File: src/rtl/adder32_seq_pkg.sv
// Shared types and sizing helpers for the nibble-serial adder sequencer.
package adder32_seq_pkg;

   localparam int unsigned DEF_WIDTH = 32;
   localparam int unsigned DEF_SLICE = 4;

   typedef enum logic [1:0] {
      IDLE = 2'd0,
      RUN  = 2'd1,
      DONE = 2'd2
   } state_t;

   function automatic int unsigned calc_nslice(input int unsigned width, input int unsigned slice);
      return width / slice;
   endfunction

   // Index width never drops below one bit, even for a single-slice build.
   function automatic int unsigned calc_idx_w(input int unsigned nslice);
      return (nslice > 1) ? $clog2(nslice) : 1;
   endfunction

endpackage

File: src/rtl/adder32_slice_seq.sv
// Time-multiplexes an external SLICE-bit adder over WIDTH/SLICE cycles,
// chaining the carry and assembling the result behind valid/ready handshakes.
module adder32_slice_seq
   import adder32_seq_pkg::*;
#(
   parameter int unsigned WIDTH = DEF_WIDTH,
   parameter int unsigned SLICE = DEF_SLICE
) (
   input  logic             clk,
   input  logic             rst_n,
   input  logic             in_valid,
   output logic             in_ready,
   input  logic [WIDTH-1:0] a,
   input  logic [WIDTH-1:0] b,
   input  logic             cin,
   output logic             out_valid,
   input  logic             out_ready,
   output logic [WIDTH-1:0] sum,
   output logic             cout,
   output logic             busy,
   output logic [SLICE-1:0] slice_a,
   output logic [SLICE-1:0] slice_b,
   output logic             slice_cin,
   input  logic [SLICE-1:0] slice_s,
   input  logic             slice_cout
);

   localparam int unsigned NSLICE = calc_nslice(WIDTH, SLICE);
   localparam int unsigned IDX_W  = calc_idx_w(NSLICE);

   state_t             state_q, state_d;
   logic [WIDTH-1:0]   a_sh_q, b_sh_q, sum_q;
   logic               carry_q;
   logic [IDX_W-1:0]   idx_q;
   logic               out_valid_q, busy_q;
   logic               accept, last;

   assign last = (idx_q == IDX_W'(NSLICE - 1));

   // Next-state, handshake and slice-drive decode.
   always_comb begin
      state_d   = state_q;
      in_ready  = 1'b0;
      slice_a   = '0;
      slice_b   = '0;
      slice_cin = 1'b0;
      case (state_q)
         IDLE: begin
            in_ready = 1'b1;
            if (in_valid) state_d = RUN;
         end
         RUN: begin
            slice_a   = a_sh_q[SLICE-1:0];
            slice_b   = b_sh_q[SLICE-1:0];
            slice_cin = carry_q;
            if (last) state_d = DONE;
         end
         DONE: begin
            in_ready = out_ready;
            if (out_ready) state_d = in_valid ? RUN : IDLE;
         end
         default: state_d = IDLE;
      endcase
      accept = in_valid && in_ready;
   end

   // State register; status flags are registered from the next state.
   always_ff @(posedge clk or negedge rst_n) begin
      if (!rst_n) begin
         state_q     <= IDLE;
         out_valid_q <= 1'b0;
         busy_q      <= 1'b0;
      end else begin
         state_q     <= state_d;
         out_valid_q <= (state_d == DONE);
         busy_q      <= (state_d == RUN);
      end
   end

   // Operand shifting, carry chaining and result assembly.
   always_ff @(posedge clk or negedge rst_n) begin
      if (!rst_n) begin
         a_sh_q  <= '0;
         b_sh_q  <= '0;
         sum_q   <= '0;
         carry_q <= 1'b0;
         idx_q   <= '0;
      end else if (accept) begin
         a_sh_q  <= a;
         b_sh_q  <= b;
         sum_q   <= '0;
         carry_q <= cin;
         idx_q   <= '0;
      end else if (state_q == RUN) begin
         sum_q[idx_q*SLICE +: SLICE] <= slice_s;
         carry_q <= slice_cout;
         a_sh_q  <= a_sh_q >> SLICE;
         b_sh_q  <= b_sh_q >> SLICE;
         if (!last) idx_q <= idx_q + IDX_W'(1);
      end
   end

   assign sum       = sum_q;
   assign cout      = carry_q;
   assign out_valid = out_valid_q;
   assign busy      = busy_q;

endmodule
File: config.mk
export PLATFORM = sky130hd
export DESIGN_NAME = adder32_slice_seq
export DESIGN_NICKNAME = d
export VERILOG_FILES = /design/src/rtl/adder32_seq_pkg.sv /design/src/rtl/adder32_slice_seq.sv
export SDC_FILE = /design/constraint.sdc
export NUM_CORES = 1
export LEC_CHECK = 0
export ABC_AREA = 1
export CAP_MARGIN = 20
export CORE_ASPECT_RATIO = 2
export CORE_MARGIN = 4
export CORE_UTILIZATION = 40
export CTS_CLUSTER_SIZE = 25
export DETAILED_ROUTE_END_ITERATION = 8
export PLACE_DENSITY = 0.67
export SYNTH_ARGS = -nofsm -noshare
export SYNTH_HDL_FRONTEND = slang
export SYNTH_SLANG_ARGS = --single-unit
File: constraint.sdc
create_clock -name clk -period 4.4 [get_ports clk]
set_input_delay 0.66 -clock clk [delete_from_list [all_inputs] [get_ports clk]]
set_output_delay 0.66 -clock clk [all_outputs]
set_load 0.005 [all_outputs]
; ---- Word-level counts from Yosys, hierarchy flattened
; Cells that the tools add are included.
[word_totals]
regBits = 104
latch_bits = 0
ramBits = 0
romBits = 0
inputBits = 74
out_inout_bits = 45
word_cells = 43
memories = 0
[op_classes]
n_addsub = 2
n_mul = 0
div = 0
n_lt_le_gt_ge = 0
n_eq_ne = 6
n_shift = 2
mux = 21
n_bitwise = 0
n_reduce_logical = 4
[op_table]
columns = operator, count
row1 = 32-bit two-way mux, 6
row2 = 5-bit negation with 34-bit output, 1
row3 = "4-bit by 34-bit variable shift with 32-bit output, first input constant", 1
row4 = 4-bit by 34-bit variable part select with 32-bit output, 1
row5 = 32-bit bitwise mux, 1
row6 = 3-bit two-way mux, 3
row7 = 4-bit two-way mux, 2
row8 = 2-bit two-way mux, 3
row9 = 2-bit case mux with 3 select lines, 1
row10 = "2-bit by 1-bit == test with 1-bit output, second input constant", 2
row11 = "2-bit == test, second input constant", 2
row12 = 1-bit two-way mux, 4
row13 = "3-bit by 1-bit adder with 3-bit output, second input constant", 1
row14 = "3-bit == test, second input constant", 1
row15 = 2-bit logical NOT, 1
row16 = "2-bit inequality test, second input constant", 1
row17 = 1-bit case mux with 2 select lines, 1
row18 = 2-bit AND reduction, 1
row19 = 2-bit nonzero test, 1
row20 = 1-bit logical AND, 1

; ---- Depth between registers and ports, before layout
; Gate-level depths: netlist of the first run.
[depth]
word_depth = 5
depth_mapped = 10

; ---- Worst setup path after synthesis of the first run
; No wires, ideal clock.
[synth_timing]
path_kind = register -> register
start = register idx_q[0]
end = register sum_q[4] (netlist: sum[4])
setup_time_ns = 0.117
arrival_time_ns = 1.764
required_time_ns = 4.283
path_slack_ns = 2.518
path_stages_with_launch = 10
n_path_buf = 1
path_cell_list = dfrtp_1 inv_1 ha_1 ha_1 clkbuf_1 nand2_1 nor2_1 nand2_1 nand3_1 nand2_1
[synth_via]
elab_chain_len = 5
word_cells_on_any_way = 6
[synth_lines]
columns = element, line
row1 = "start, declared", adder32_slice_seq.sv:34  ; logic [IDX_W-1:0] idx_q;
row2 = "start signal, assigned", adder32_slice_seq.sv:99  ; if (!last) idx_q <= idx_q + IDX_W'(1);
row3 = 5-bit negation with 34-bit output *, adder32_slice_seq.sv:95  ; sum_q[idx_q*SLICE +: SLICE] <= slice_s;
row4 = 4-bit by 34-bit variable part select with 32-bit output / 4-bit by 34-bit variable shift with 32-bit output (equally long branches), adder32_slice_seq.sv:95
row5 = 32-bit bitwise mux *, adder32_slice_seq.sv:95
row6 = 32-bit two-way mux *, adder32_slice_seq.sv:94  ; end else if (state_q == RUN) begin
row7 = 32-bit two-way mux *, adder32_slice_seq.sv:88  ; end else if (accept) begin
row8 = "end signal, assigned by index", adder32_slice_seq.sv:95
row9 = "end, declared", adder32_slice_seq.sv:32  ; logic [WIDTH-1:0] a_sh_q, b_sh_q, sum_q;
; Mark *: on every way between the ends. The rest lies on a longest branch, timed or not. The select of a mux whose other input is x is not followed.
; A chain may end at the register's enable or synchronous reset.

; ---- Final worst setup path of the first run
[layout_timing]
start = register state_q[1]
end = output slice_a[3]
[layout_via]
elab_chain_len = 2
[layout_lines]
columns = element, line
row1 = "start, declared", adder32_slice_seq.sv:31  ; state_t state_q, state_d;
row2 = "start signal, assigned", adder32_slice_seq.sv:74  ; state_q <= state_d;
row3 = 2-bit by 1-bit == test with 1-bit output, adder32_slice_seq.sv:47  ; case (state_q)
row4 = 4-bit two-way mux, adder32_slice_seq.sv:47
row5 = "end, declared", adder32_slice_seq.sv:21  ; output logic [SLICE-1:0] slice_a,
; No other way between the ends.

==> metrics.md, run 1 <==
| Metric | Value |
|---|---|
| Clk Tree Root Cell | `clkbuf_16` |
| Clk Latency, worst-skew pair | `350 ps` |
| Initial DRT Pass Iterations | `5` |
| Initial Util | `0.408` |
| Fill cells | `around 1100` |
| CTS buffer count | `9` |
| Net count reported at finish | `approximately 760` |
| Final Cycle Share | `0.634` |
| Fin. Hold Viols | `0` |
| Post_cts resized | `0` |
| PortBufs | `~120` |
| Cell Chain, Critical Path | `inv_2, nand2_2, nor2_1, clkdlybuf4s50_1` |
| Clock transition at path regs | `about 60 ps` |
| DR vias | `around 4500` |
| Yosys top cell area share | `0.542` |
| GPL Wtd Cong | `slightly above 0.9` |
| Drt drc | `0` |
| Slowest stage delay, CP | `between 500 and 600 ps` |
| RSZ-0062 raised after global routing | `no` |
| Placed inst area | `between 6000 and 7000 um^2` |
| Post-CTS Setup Bufs | `0` |
| Leak pwr | `2.94 nW` |
| Synthesized area | `approximately 4800 um^2` |
| Outcome | `finished clean` |
| Net count after synthesis | `between 600 and 700` |
| CP max-delay cell | `clkdlybuf4s50_1` |
| Cell family with most CP delay | `simple AND/OR/NAND/NOR gates` |
| Vias in the first global route | `about 4500` |
| #FFs+latches synth | `between 100 and 150` |
| Post-CTS Hold Buffers | `0` |
| Max cap viols | `0` |
| Total gr overflow | `0` |
| Fmax | `roughly 360 MHz` |
| Core Footprint | `11800 um^2` |
| Antenna Diode Count | `0` |
| Cell variety after synth | `21` |
| Crit-path max FO | `29` |
| Die Width | `around 85 um` |
| DP Wirelength | `just under 10 mm` |
| H-tree levels | `3` |
| Number of vias per cell | `5.37` |
| Final instance area | `6360 um^2` |
| Routed len/inst | `roughly 16 um` |
| Final Skew | `about 7 ps` |
| Max transition margin | `0.335` |
| CTS tree | `done` |
| First-pass GRT wire length | `between 20 and 25 mm` |
| Pre-CTS WS | `1390 ps` |
| Peak supply drop | `around 0.00036 V` |
| YS warnings | `0` |
| WP data arrival | `2130 ps` |
| Setup TNS | `0 ps` |
| WL final | `about 13 mm` |
| Async SR Flop Fraction | `1.00` |
| Die Y | `approximately 160 um` |
| Slew @ Worst Pin | `around 1000 ps` |
| Setup ws final | `1610 ps` |
| Dominant cell type by area after synthesis | `dfrtp_1` |
| CP Capture Type | `output port` |
| Hold Crit Class | `primary input to asynchronous set/reset pin` |
| Tmin final | `roughly 2800 ps` |
| Drt first-iter violations | `about 220` |
| Register area | `2600 um^2` |
| Syn Area/Cell | `8.23 um^2` |
| Largest net degree at the start of global routing | `75` |
| Worst path bufs/invs | `2` |
| Die footprint | `approximately 14000 um^2` |
| Top cells by area, synth | `dfrtp_1, nand3_1, nand2_1` |
| Most frequent cell after synthesis | `nand2_1` |
| Post-synth EDFFs | `0` |
| Ys flop type | `dfrtp_1` |
| Post-synthesis cell count | `slightly below 600` |
| Class of the most critical setup path | `register to output port` |
| Critical Path RT | `about 3700 ps` |
| Multi-input logic area | `1950 um^2` |
| Ports | `about 120` |
| CP Launch Type | `register` |
| Post-synth top cells | `nand2_1, nand3_1, dfrtp_1, nor2_1, inv_1` |
| Clk sinks | `104` |
| Gr usage total | `0.193` |
| ANT nets after route | `0` |
| Share of layout cells above drive strength 1 | `0.0466` |
| Setup-failing EPs final | `0` |
| Max-slew violation count | `0` |
| Area grow syn2layout | `32.5%` |
| Clock Tree Buf Depth | `2` |
| Seq/Total Area, Yosys | `0.542` |
| Number of cell rows | `56` |
| Initial antenna violation count | `0` |
| Pwr Density | `around 660 nW/um^2` |
==> area by class of cell <==
cell class | count | area share
Clock inverter | 6 | 0.0106
Multi-Input combinational cell | 417 | 0.307
Tap cell | 145 | 0.0285
Inverter | 27 | 0.0159
Timing Repair Buffer | 123 | 0.191
Sequential cell | 104 | 0.409
Clock buffer | 10 | 0.0376
==> per-layer routing <==
metal	wire, um	vias up	track usage
met5	0	-	0
met4	563	0	0.108
met3	563	37	0.0208
met2	7570	151	0.364
met1	4550	2151	0.200
li1	-	2129	-
==> where the power goes <==
part           switching (mW)  internal, mW
sequential              0.214          1.33
clock                   0.356         0.459
combinational            1.13         0.734
==> worst paths after layout <==
kind                             from          to  slack (ps)  cells after the start
min in group clk           a_sh_q[17]  a_sh_q[13]         500                      2
max                        state_q[1]  slice_a[3]        1610                      4
max in group asynchronous       rst_n        cout        2950                      2
min reg2reg                a_sh_q[17]  a_sh_q[13]         500                      2
max reg2reg                  idx_q[0]     sum[22]        1900                      9
min                             rst_n   out_valid         420                      1
==> kinds of logic after synthesis <==
logic type	Yosys count	share of synthesized area
simple gates	375	0.340
flops	104	0.542
buf+inv	62	0.0537
compound gates	35	0.0459
fa+ha+maj	7	0.0182
==> state kept, by name, indices dropped and copies added (netlist names) <==
register / cells
a_sh_q: 32
b_sh_q: 32
busy: 1
cout: 1
idx_q: 3
out_valid: 1
state_q: 2
sum: 32
==> placed cells by master (no fill, tap or decap), drive strengths merged <==
| cell | netlist | final |
|---|---|---|
| nand3b | 1 | 1 |
| nand2 | 176 | 176 |
| nand3 | 142 | 142 |
| o21ai | 13 | 13 |
| inv | 27 | 28 |
| nand4 | 9 | 9 |
| clkinvlp | 0 | 2 |
| and2 | 1 | 1 |
| o211ai | 18 | 18 |
| dfrtp | 104 | 104 |
| ha | 7 | 7 |
| a21oi | 4 | 4 |
| nor2 | 43 | 43 |
| nor3 | 3 | 3 |
| clkbuf | 15 | 10 |
| bufinv | 0 | 1 |
| clkdlybuf4s50 | 0 | 117 |
| clkinv | 0 | 2 |
| buf | 20 | 6 |
==> through the flow <==
stage | power (mW) | hold WS, ps | instances | util
final | 4.22 | 422 | 832 | 0.540
after global routing | 4.54 | 513 | 832 | 0.540
after CTS | 4.26 | 494 | 832 | 0.540
after detailed placement | 3.44 | 483 | 816 | 0.514
after global placement | 3.38 | 476 | 816 | 0.514
after floorplan | 2.71 | 364 | 583 | -
Note: power is estimated with default switching activity, not from simulation.
==> run 2: changes to the inputs <==
- clock period: 4.4 -> 2.6 ns (I/O delays scaled with it)
==> run 2 against run 1 <==
  * Worst hold slack lost 360 ps
  * Die area is the same
  * Sequential share of layout area shrank 0.41 points
  * Utilization grew 0.54 points
  * Critical path type unchanged
  * Critical endpoint is now slice_b[0]
  * Largest cell class unchanged
==> metrics.md, run 2 (synthesized netlist as in run 1, its figures left out) <==
| Metric | Value |
|---|---|
| Fin. Hold Viols | `0 (unchanged)` |
| Busiest metal layer after global routing | `met2 (unchanged)` |
| Clk sinks | `104 (unchanged)` |
| GPL Wtd Cong | `0.958 (was 0.934)` |
| Final Util | `0.546 (was 0.540)` |
| Area grow syn2layout | `33.8% (was 32.5%)` |
| P_sw | `2.89 mW (was 1.70 mW)` |
| WL final | `13.4 mm (was 13.2 mm)` |
| Met2 usage | `0.385 (was 0.364)` |
| Tmin final | `2200 ps` |
| Part of the power in registers | `0.359 (was 0.365)` |
| Reg2reg end | `sum[21] (was sum[22])` |
| R2R depth | `9 (unchanged)` |
| Cell family with most CP delay | `buffers and inverters (was simple AND/OR/NAND/NOR gates)` |
| Post-Layout Cell Count | `835 (was 832)` |
| Slowest stage delay, CP | `540 ps (was 550 ps)` |
| Flop2flop setup slack | `490 ps (was 1900 ps)` |
| Commonest non-fill, non-tap cell in the layout | `nand2_1 (unchanged)` |
| Die Width | `85.5 um (unchanged)` |
| Max transition margin | `0.568 (was 0.335)` |
| CP max-delay cell | `clkdlybuf4s50_1 (unchanged)` |
| Fill cells | `1132 (was 1147)` |
| Gr usage total | `0.197 (was 0.193)` |
| Initial DRT Pass Iterations | `5 (unchanged)` |
| Post_cts resized | `0 (unchanged)` |
| Core Footprint | `11800 um^2 (unchanged)` |
| Clock Tree Buf Depth | `2 (unchanged)` |
| Setup TNS | `0 ps (unchanged)` |
| Class of the most critical setup path | `register to output port (unchanged)` |
| Cell Chain, Critical Path | `inv_2, nand2_2, nor2_1, clkdlybuf4s50_1 (unchanged)` |
| Critical Path RT | `2210 ps (was 3740 ps)` |
| Largest net degree at the start of global routing | `66 (was 75)` |
| Met1 GRT Util | `0.201 (was 0.200)` |
| Max cap viols | `0 (unchanged)` |
| CTS buffer count | `9 (unchanged)` |
| Leak pwr | `2.97 nW (was 2.94 nW)` |
| Routed len/inst | `16.0 um (was 15.9 um)` |
| Die Y | `163 um (unchanged)` |
| Worst Setup SP | `state_q[1] (unchanged)` |
| Clk Tree Root Cell | `clkbuf_16 (unchanged)` |
| Combinational power share | `0.461 (was 0.442)` |
| WP data arrival | `1810 ps (was 2130 ps)` |
| Fmax | `approximately 450 MHz` |
| PortBufs | `118 (unchanged)` |
| Sw frac | `0.403 (was 0.404)` |
| Total gr overflow | `0 (unchanged)` |
| Setup-failing EPs final | `0 (unchanged)` |
| Max-slew violation count | `0 (unchanged)` |
| Drt first-iter violations | `172 (was 224)` |
| Met3 usage | `0.0319 (was 0.0208)` |
| Net count reported at finish | `766 (was 763)` |
| Worst path bufs/invs | `2 (unchanged)` |
| CP Capture Type | `output port (unchanged)` |
| Post-CTS Setup Bufs | `0 (unchanged)` |
| Number of cell rows | `56 (unchanged)` |
| H-tree levels | `3 (unchanged)` |
| DR vias | `4369 (was 4468)` |
| Drt drc | `0 (unchanged)` |
| Post-CTS Hold Buffers | `0 (unchanged)` |
| Total power | `7.18 mW (was 4.22 mW)` |
| Clock transition at path regs | `70 ps (was 60 ps)` |
| Clk Latency, worst-skew pair | `340 ps (was 350 ps)` |
| Outcome | `finished clean (unchanged)` |
| Hold Crit Class | `primary input to asynchronous set/reset pin (unchanged)` |
| CP Launch Type | `register (unchanged)` |
| RSZ-0062 raised after global routing | `no (unchanged)` |
| Pwr Density | `1120 nW/um^2 (was 664 nW/um^2)` |
| Peak supply drop | `0.000565 V (was 0.000355 V)` |
| Initial Util | `0.408 (unchanged)` |
| Clk network pwr share | `0.180 (was 0.193)` |
| DP Wirelength | `10.1 mm (was 9.67 mm)` |
| CTS tree | `done (unchanged)` |
| Die footprint | `13900 um^2 (unchanged)` |
| Int Power | `4.29 mW (was 2.52 mW)` |
| Antenna Diode Count | `0 (unchanged)` |
| Final Cycle Share | `0.845` |
| Reg-to-Reg Start | `idx_q[1] (was idx_q[0])` |
| Number of vias per cell | `5.23 (was 5.37)` |
| Slew @ Worst Pin | `648 ps (was 995 ps)` |
| Crit-path max FO | `14 (was 29)` |
| Ports | `119 (unchanged)` |
| ANT nets after route | `0 (unchanged)` |
| Final Skew | `7.84 ps (was 7.20 ps)` |
| First-pass GRT wire length | `21.8 mm (was 21.2 mm)` |
| Most frequent cells in the layout | `nand2_1, nand3_1, clkdlybuf4s50_1 (unchanged)` |
| Share of layout cells above drive strength 1 | `0.0478 (was 0.0466)` |
| Vias in the first global route | `4559 (was 4499)` |
| Placed cells | `819 (was 816)` |
| Initial antenna violation count | `0 (unchanged)` |
[run 2: per-layer routing]
| metal | wire, um | vias to the layer above | share of wire |
|---|---|---|---|
| li1 | - | 2126 | - |
| met1 | 4610 | 2092 | 0.35 |
| met2 | 7830 | 131 | 0.59 |
| met3 | 558 | 20 | 0.042 |
| met4 | 345 | 0 | 0.026 |
| met5 | 0 | - | 0 |
[run 2: cell type report]
cell class,instances,area [um^2],share of cell area
flip-flops and latches,104,2600,0.405
multi-input cells,417,1950,0.304
repair buffers,126,1300,0.203
clock buffers,13,260,0.0405
well taps,145,181,0.0282
inverters,27,101,0.0158
clock inverters,3,25.0,0.00389
[run 2: worst register-to-register path: stages (launching register included)]
cell and delay [ps]:
dfrtp_1 410, inv_1 100, ha_1 220, ha_1 400, inv_1 120, nand2_1 60
nor2_1 330, nand2_1 200, nand3_1 110, nand2_1 60
[run 2: power groups by stage]
stage | Clock (mW) | Combinational, mW | Sequential (mW)
5_1_grt | 1.38 | 3.71 | 2.66
6_report | 1.29 | 3.31 | 2.58
3_3_place_gp | 0 | 3.27 | 2.58
3_5_place_dp | 0 | 3.34 | 2.62
2_1_floorplan | 0 | 2.04 | 2.54
4_1_cts | 1.32 | 3.35 | 2.58
[run 2: worst max-delay path by stage]
stage                     cells past startpoint  slack (ps)         end
after floorplan                               9         720      sum[4]
after global placement                        9         610     sum[21]
after detailed placement                      9         500     sum[22]
after CTS                                     4         370  slice_a[0]
after global routing                          9         250     sum[21]
final                                         4         400  slice_b[0]
[run 2: per-stage QoR]
step / setup WS [ps] / cell area [um^2] / hold slack [ps]
6_report: 402 / 6420 / 62.0
3_3_place_gp: 607 / 6140 / 446
3_5_place_dp: 502 / 6140 / 451
4_1_cts: 367 / 6420 / 82.8
5_1_grt: 249 / 6420 / 110
2_1_floorplan: 718 / 4800 / 94.4
==> run 3: changes to the inputs <==
- clock period: 2.6 -> 2.2 ns (I/O delays scaled with it)
==> run 3 against run 2 <==
  * Total power is 20% higher
  * Global-route usage is 0.14 points higher
  * Combinational power is 18% higher
  * Sequential share of layout area is 0.37 points lower
  * Design area is 0.92% higher
  * Worst hold slack better by 410 ps
  * Non-clock buffer count is 6 higher
  * Critical path depth stayed put
  * Via count is 2.4% higher
  * Clock skew is 1.5 ps higher
  * Sequential power is 18% higher
  * Worst setup slack worse by 290 ps
  * Critical path type unchanged
  * Largest power group unchanged
==> metrics.md, run 3 (synthesized netlist as in run 1, its figures left out) <==
| Metric | Value |
|---|---|
| Largest net degree at the start of global routing | `53 (was 66)` |
| Hold Crit Class | `primary input to asynchronous set/reset pin (unchanged)` |
| Post-Layout Cell Count | `841 (was 835)` |
| Die footprint | `13900 um^2 (unchanged)` |
| CP Capture Type | `output port (unchanged)` |
| Combinational power share | `0.454 (was 0.461)` |
| Peak supply drop | `0.000596 V (was 0.000565 V)` |
| DR vias | `4473 (was 4369)` |
| Final Cycle Share | `0.948` |
| Max cap viols | `0 (unchanged)` |
| DP Wirelength | `10.3 mm (was 10.1 mm)` |
| Die Y | `163 um (unchanged)` |
| Antenna Diode Count | `0 (unchanged)` |
| Worst path bufs/invs | `2 (unchanged)` |
| Drt drc | `0 (unchanged)` |
| Routed len/inst | `16.0 um (about the same)` |
| Max-slew violation count | `0 (unchanged)` |
| Clk Tree Root Cell | `clkbuf_16 (unchanged)` |
| Pwr Density | `1330 nW/um^2 (was 1120 nW/um^2)` |
| Clock Tree Buf Depth | `2 (unchanged)` |
| Total power | `8.62 mW (was 7.18 mW)` |
| CTS tree | `done (unchanged)` |
| Number of cell rows | `56 (unchanged)` |
| Critical Path RT | `1870 ps (was 2210 ps)` |
| P_sw | `3.45 mW (was 2.89 mW)` |
| CP Launch Type | `register (unchanged)` |
| Part of the power in registers | `0.353 (was 0.359)` |
| Cell Chain, Critical Path | `inv_2, nand2_4, nor2_2, clkdlybuf4s50_1 (was inv_2, nand2_2, nor2_1, clkdlybuf4s50_1)` |
| Class of the most critical setup path | `register to output port (unchanged)` |
| Int Power | `5.17 mW (was 4.29 mW)` |
| Ports | `119 (unchanged)` |
| Sw frac | `0.400 (was 0.403)` |
| Setup-failing EPs final | `0 (unchanged)` |
| Final Util | `0.551 (was 0.546)` |
| Total gr overflow | `0 (unchanged)` |
| Area grow syn2layout | `35.1% (was 33.8%)` |
| Final instance area | `6480 um^2 (was 6420 um^2)` |
| Placed inst area | `6150 um^2 (was 6140 um^2)` |
| Clk sinks | `104 (unchanged)` |
| Cell family with most CP delay | `buffers and inverters (unchanged)` |
| WP data arrival | `1760 ps (was 1810 ps)` |
| Fill cells | `1144 (was 1132)` |
| Initial antenna violation count | `0 (unchanged)` |
| GPL Wtd Cong | `0.967 (was 0.958)` |
| Max transition margin | `0.685 (was 0.568)` |
| CP max-delay cell | `clkdlybuf4s50_1 (unchanged)` |
| Clk network pwr share | `0.194 (was 0.180)` |
| Most frequent cells in the layout | `nand2_1, nand3_1, clkdlybuf4s50_1 (unchanged)` |
| Clk Latency, worst-skew pair | `350 ps (was 340 ps)` |
| Outcome | `finished clean (unchanged)` |
| Clock transition at path regs | `70 ps (about the same)` |
| Setup TNS | `0 ps (unchanged)` |
| Commonest non-fill, non-tap cell in the layout | `nand2_1 (unchanged)` |
| Final Skew | `9.35 ps (was 7.84 ps)` |
| Vias in the first global route | `4605 (was 4559)` |
| First-pass GRT wire length | `21.7 mm (was 21.8 mm)` |
| Number of vias per cell | `5.32 (was 5.23)` |
| Die Width | `85.5 um (unchanged)` |
| Register area | `2600 um^2 (unchanged)` |
| Multi-input logic area | `1960 um^2 (was 1950 um^2)` |
| Initial Util | `0.408 (unchanged)` |
| Share of layout cells above drive strength 1 | `0.0589 (was 0.0478)` |
| Core Footprint | `11800 um^2 (unchanged)` |
| WL final | `13.5 mm (was 13.4 mm)` |
| Slew @ Worst Pin | `473 ps (was 648 ps)` |
| Gr usage total | `0.198 (was 0.197)` |
| PortBufs | `118 (unchanged)` |
| Placed cells | `824 (was 819)` |
| Fmax | `479 MHz` |
| Drt first-iter violations | `188 (was 172)` |
| H-tree levels | `3 (unchanged)` |
| Pre-CTS WS | `254 ps (was 502 ps)` |
| CTS buffer count | `9 (unchanged)` |
| WHS | `468 ps (was 62.0 ps)` |
| RSZ-0062 raised after global routing | `no (unchanged)` |
| Slowest stage delay, CP | `530 ps (was 540 ps)` |
| Net count reported at finish | `772 (was 766)` |
| ANT nets after route | `0 (unchanged)` |
| Crit-path max FO | `15 (was 14)` |
| Fin. Hold Viols | `0 (unchanged)` |
| Initial DRT Pass Iterations | `4 (was 5)` |
| Tmin final | `approximately 2100 ps` |
| Setup ws final | `114 ps (was 402 ps)` |
| Leak pwr | `3.01 nW (was 2.97 nW)` |
[run 3: path summary, 6_finish.rpt]
path	cells past startpoint	start	slack, ps	to
max in group asynchronous	3	rst_n	1080	sum[18]
setup / recovery	4	state_q[1]	110	slice_a[3]
setup reg to reg	8	idx_q[1]	250	sum[5]
hold reg to reg	2	b_sh_q[30]	490	b_sh_q[26]
min in group clk	2	b_sh_q[30]	490	b_sh_q[26]
hold / removal	2	rst_n	470	out_valid
[run 3: power groups by stage]
stage          Combinational, mW  Sequential (mW)  Clock (mW)
6_report                    3.91             3.04        1.67
5_1_grt                     4.37             3.14        1.77
4_1_cts                     3.95             3.05        1.71
3_5_place_dp                3.92             3.09           0
3_3_place_gp                3.83             3.05           0
2_1_floorplan               2.41             3.00           0
[run 3: worst register-to-register path: cells and delay by family (launching register included)]
kind / cells / cell delay, ps
fa+ha+maj: 2 / 640
buf+inv: 1 / 90
flops: 1 / 390
simple gates: 5 / 740
[run 3: cell type report]
class | instances | area share
Clock buffer | 11 | 0.0390
Clock inverter | 5 | 0.00946
Inverter | 27 | 0.0156
Multi-Input combinational cell | 417 | 0.302
Sequential cell | 104 | 0.401
Tap cell | 145 | 0.0280
Timing Repair Buffer | 132 | 0.204
[run 3: what timing repair did]
action                                  in CTS  in global routing
gates resized for setup                      2                  0
endpoints found under the setup margin       3                  0
buffers inserted                             0                  0
hold buffers                                 1                  0
endpoints found under the hold margin       32                  0
[run 3: routing by layer]
metal  wire length, um  GRT usage  vias up  share of wire
li1                  -          -     2144              -
met1              4510      0.192     2143           0.33
met2              7760      0.388      143           0.58
met3               534     0.0278       43          0.040
met4               668      0.107        0          0.050
met5                 0          0        -              0
